## src/rtl/instr_fetch.sv

```systemverilog
// Instruction fetch unit: drives the program ROM address from the PC, captures the 32-bit
// little-endian opcode one cycle later and presents its byte fields to execute over a
// valid/ready handshake. Fetch stops for good on HALT; execute may redirect the PC.
//
// Ports:
//   clk, rst       clock; synchronous active-high reset
//   address        byte address to ROM (registered PC, no combinational input path)
//   opcode         ROM data, valid the cycle after address was presented
//   instr_valid    instruction fields below are valid
//   instr_ready    execute accepts on instr_valid & instr_ready at a rising edge
//   instr_op/arg1/arg2/dest  opcode bytes 0..3
//   instr_pc       address the presented instruction was fetched from
//   pc_load        redirect request; pc_target is the new PC (any alignment)
//   halted         HALT fetched; sticky until rst
//   fetch_count    non-HALT instructions captured, wraps at 2^16
module instr_fetch #(
  parameter logic [7:0] RESET_PC = 8'h00,
  parameter logic [7:0] HALT_OP  = 8'h32
) (
  input  logic        clk,
  input  logic        rst,
  output logic [7:0]  address,
  input  logic [31:0] opcode,
  output logic        instr_valid,
  input  logic        instr_ready,
  output logic [7:0]  instr_op,
  output logic [7:0]  instr_arg1,
  output logic [7:0]  instr_arg2,
  output logic [7:0]  instr_dest,
  output logic [7:0]  instr_pc,
  input  logic        pc_load,
  input  logic [7:0]  pc_target,
  output logic        halted,
  output logic [15:0] fetch_count
);

  typedef enum logic [1:0] {StIssue, StCapture, StHold, StHalted} state_e;

  state_e      state_q, state_d;
  logic [7:0]  pc_q, pc_d;
  logic        valid_q, valid_d;
  logic [7:0]  op_q, op_d;
  logic [7:0]  arg1_q, arg1_d;
  logic [7:0]  arg2_q, arg2_d;
  logic [7:0]  dest_q, dest_d;
  logic [7:0]  ipc_q, ipc_d;
  logic        halted_q, halted_d;
  logic [15:0] count_q, count_d;

  always_comb begin
    state_d  = state_q;
    pc_d     = pc_q;
    valid_d  = valid_q;
    op_d     = op_q;
    arg1_d   = arg1_q;
    arg2_d   = arg2_q;
    dest_d   = dest_q;
    ipc_d    = ipc_q;
    halted_d = halted_q;
    count_d  = count_q;

    unique case (state_q)
      StIssue: begin
        if (pc_load) begin
          pc_d    = pc_target;
          state_d = StIssue;
        end else begin
          state_d = StCapture;
        end
      end
      StCapture: begin
        // A redirect discards the word in flight: no count, no halt.
        if (pc_load) begin
          pc_d    = pc_target;
          state_d = StIssue;
        end else if (opcode[7:0] == HALT_OP) begin
          halted_d = 1'b1;
          state_d  = StHalted;
        end else begin
          op_d    = opcode[7:0];
          arg1_d  = opcode[15:8];
          arg2_d  = opcode[23:16];
          dest_d  = opcode[31:24];
          ipc_d   = pc_q;
          valid_d = 1'b1;
          pc_d    = pc_q + 8'd4;
          count_d = count_q + 16'd1;
          state_d = StHold;
        end
      end
      StHold: begin
        // With ready and pc_load together the handshake completes and the redirect applies.
        if (pc_load) begin
          pc_d    = pc_target;
          valid_d = 1'b0;
          state_d = StIssue;
        end else if (instr_ready) begin
          valid_d = 1'b0;
          state_d = StIssue;
        end
      end
      StHalted: begin
        state_d = StHalted;
      end
      default: begin
        state_d = StIssue;
      end
    endcase
  end

  always_ff @(posedge clk) begin
    if (rst) begin
      state_q  <= StIssue;
      pc_q     <= RESET_PC;
      valid_q  <= 1'b0;
      op_q     <= 8'h00;
      arg1_q   <= 8'h00;
      arg2_q   <= 8'h00;
      dest_q   <= 8'h00;
      ipc_q    <= 8'h00;
      halted_q <= 1'b0;
      count_q  <= 16'h0000;
    end else begin
      state_q  <= state_d;
      pc_q     <= pc_d;
      valid_q  <= valid_d;
      op_q     <= op_d;
      arg1_q   <= arg1_d;
      arg2_q   <= arg2_d;
      dest_q   <= dest_d;
      ipc_q    <= ipc_d;
      halted_q <= halted_d;
      count_q  <= count_d;
    end
  end

  assign address     = pc_q;
  assign instr_valid = valid_q;
  assign instr_op    = op_q;
  assign instr_arg1  = arg1_q;
  assign instr_arg2  = arg2_q;
  assign instr_dest  = dest_q;
  assign instr_pc    = ipc_q;
  assign halted      = halted_q;
  assign fetch_count = count_q;

endmodule

```

## config.mk

```make
export PLATFORM = sky130hd
export DESIGN_NAME = instr_fetch
export DESIGN_NICKNAME = d
export VERILOG_FILES = /design/src/rtl/instr_fetch.sv
export SDC_FILE = /design/constraint.sdc
export NUM_CORES = 1
export LEC_CHECK = 0
export ABC_AREA = 1
export CORE_ASPECT_RATIO = 0.5
export CORE_MARGIN = 3
export CORE_UTILIZATION = 29
export DETAILED_ROUTE_END_ITERATION = 16
export PLACE_DENSITY_LB_ADDON = 0.2
export SLEW_MARGIN = 15
export SYNTH_ARGS = -nofsm -noshare
export SYNTH_HDL_FRONTEND = slang
export SYNTH_SLANG_ARGS = --single-unit
```

## constraint.sdc

```tcl
create_clock -name clk -period 1.5 [get_ports clk]
set_input_delay 0.375 -clock clk [delete_from_list [all_inputs] [get_ports clk]]
set_output_delay 0.375 -clock clk [all_outputs]
set_load 0.01 [all_outputs]
```

==> impl_metrics.yaml <==
clocking:
  clock_sinks: 68
  cts_tree: "yes"
  clkTransAtPathRegs_ns: 0.06
  insertion_delay_ns: 0.33
  numCtsBuffers: 9
  cts_hold_buf: 0
  htree_levels: 3
  root_buffer: "clkbuf_16"
  cts_buffer_depth: 2
place:
  routabilityCongestion: 0.826
  place_area_sq_um: 4400
  place_ws_ns: -0.482
  placed_cells: 675
  port_buffers: 109
  hpwl_microns: 5990
floorplanning:
  core_area_sq_um: 9700
  rows: 25
  die_h_microns: 77.5
  die-width_microns: 149
  die-area_sq_um: 11500
  ios: 110
  start_util: 0.306
routing:
  post-route-drc-count: 0
  drt_iter0_drc: 114
  vias: 3026
  vias_per_cell: 4.30
  firstDrtPassIters: 4
  detail-route-antenna-nets: 0
  drt_wl_total_microns: 8910
  drt-wirelength-per-cell_microns: 12.7
sta:
  min_period_ns: 1.44
  setup_ws_ns: 0.0554
  clock_skew_ns: 0.00660
  setup_tns_ns: 0
  setup_violations: 0
  slew_violations: 0
  max_freq_mhz: 692
  slew_headroom: 0.825
  period_share: 0.963
  hold_violations: 0
  rsz0062_at_grt: "yes"
  tightest_slew_ns: 0.262
final_layout:
  fin_nets: 609
  n_antenna_cell: 0
  syn2layout_area_growth_pct: 70.3
  final_cell_area_sq_um: 5050
  stdcell_count: 703
  drive_above_1_share: 0.202
yosys:
  async_reset_ff_frac: 0
  synth_ff_type: "dfxtp_1"
  synth.avg_cell_area_sq_um: 7.16
  synth_top_area_frac: 0.459
  synth-seq-area-share: 0.459
  synth_commonest_cells: "121 x nor2_1, 68 x dfxtp_1, 67 x nand2_1"
  synth_area_leaders: "dfxtp_1 46%, nor2_1 15%, nand2_1 8.5%"
  synthesis.nets: 460
  synth-seq-cells: 68
  ys_warn_count: 0
  syn_area_sq_um: 2970
  synthCells: 414
  synth-edff-count: 0
  yosysMostFrequentCell: "nor2_1"
  yosys.area.top_type: "dfxtp_1"
  synth_cell_types: 23
grt:
  antenna_found_initial: 0
  grt_pass1_wl_microns: 14100
  grt_max_degree: 38
  track_usage: 0.153
  grt_pass1_vias: 2879
  grt_overflow_total: 0
power:
  p_total_uw: 5090
  powerDensity_nw_per_um2: 1010
  vdd_drop_max_mv: 0.524
  leakage_uw: 0.00231
status:
  status: "completed"
setup_path:
  cp_max_fo: 13
  worst-setup-path-type: "reg -> reg"
  required_ns: 1.73
  setup.worst_path.start_class: "register"
  critPathCaptureType: "register"
  cp_data_arrival_time_ns: 1.67
  ff2ff_setup_slack_ns: 0.06
flow_run:
  max_cap_viol_count: 0
hold_path:
  min_path_type: "in -> reg"
-- critical path, cell delays in order (launching register included) --
cell and delay, ns:
dfxtp_4 0.37, inv_2 0.05, nor2_4 0.09, inv_2 0.06
nor2_4 0.09, nand2_2 0.09, buf_4 0.15, buf_6 0.13
buf_12 0.15, o21ai_1 0.12, nor2_1 0.05
-- what timing repair did --
item | CTS | global route
gates cloned | 1 | 6
setup endpoints to repair | 123 | 59
pin swaps | 4 | 5
buffers inserted | 5 | 1
resized for setup | 88 | 56
-- final timing paths --
path,start,end,depth (start not counted)
min reg2reg,halted$_SDFFE_PP0P_,halted$_SDFFE_PP0P_,1
max reg2reg,state_q[0]$_SDFFE_PP0N_,instr_pc[2]$_SDFFE_PP0P_,10
min,opcode[6],instr_op[6]$_SDFFE_PP0P_,3
max,state_q[0]$_SDFFE_PP0N_,instr_pc[2]$_SDFFE_PP0P_,10
-- metal layers --
metal / GRT usage / vias to the layer above / wire (microns) / part of all wire
met4: 0.0438 / 0 / 101 / 0.011
met3: 0.0455 / 8 / 367 / 0.041
met1: 0.194 / 1336 / 4390 / 0.49
met5: 0 / - / 0 / 0
met2: 0.254 / 52 / 4060 / 0.45
li1: - / 1630 / - / -
-- cell usage in the layout, fill, tap and decap left out, types with 2 or more instances in the layout --
cell type and count:
nor2_1 93, dlygate4sd2_1 69, nand2_1 67, dfxtp_1 64, clkdlybuf4s50_1 34, buf_4 29
o21ai_0 28, nor2_2 23, o21ai_1 22, inv_1 19, a21oi_1 15, clkbuf_16 13
nand3_1 12, o21ai_2 9, nand4_1 8, nor2_4 7, buf_6 7, dlymetal6s2s_1 6
xor2_1 5, buf_12 5, inv_2 4, xnor2_1 3, nor3_1 3, bufinv_16 3
dfxtp_2 3, ha_1 2
-- kinds of logic (layout without fill, tap and decap cells) --
group | count (synthesis) | count (layout) | synth area share
buf+inv | 43 | 197 | 0.0827
flops | 68 | 68 | 0.459
simple gates | 216 | 216 | 0.295
xor+xnor | 8 | 8 | 0.0236
compound gates | 77 | 77 | 0.132
fa+ha+maj | 2 | 2 | 0.00844
-- power breakdown --
group          internal [uW]  switching [uW]  total [uW]  leakage (uW)
clock network           1670             798        2470      0.000169
logic                    366             320         687       0.00158
registers               1890            51.4        1940      0.000557
-- area by class of cell --
| class | count | area, sq um |
|---|---|---|
| timing repair buffer | 156 | 1560 |
| tap | 135 | 169 |
| sequential | 68 | 1370 |
| timing repair inverter | 1 | 8.76 |
| inverter | 24 | 103 |
| multi-input combinational | 303 | 1490 |
| fill | 977 | 4650 |
| clock inverter | 6 | 111 |
| clock buffer | 10 | 239 |
-- stage by stage --
stage               hold WS, ns  utilization
detailed placement        0.461        0.454
CTS                       0.438        0.493
finish                    0.349        0.521
floorplan                 0.444            -
global route              0.351        0.521
global placement          0.447        0.454
-- registers in the layout (all words and copies together), names as in the netlist --
signal / count
address: 8
fetch_count: 16
halted: 1
instr_arg1: 8
instr_arg2: 8
instr_dest: 8
instr_op: 8
instr_pc: 8
instr_valid: 1
state_q: 2
Note: power is estimated with default switching activity, not from simulation.
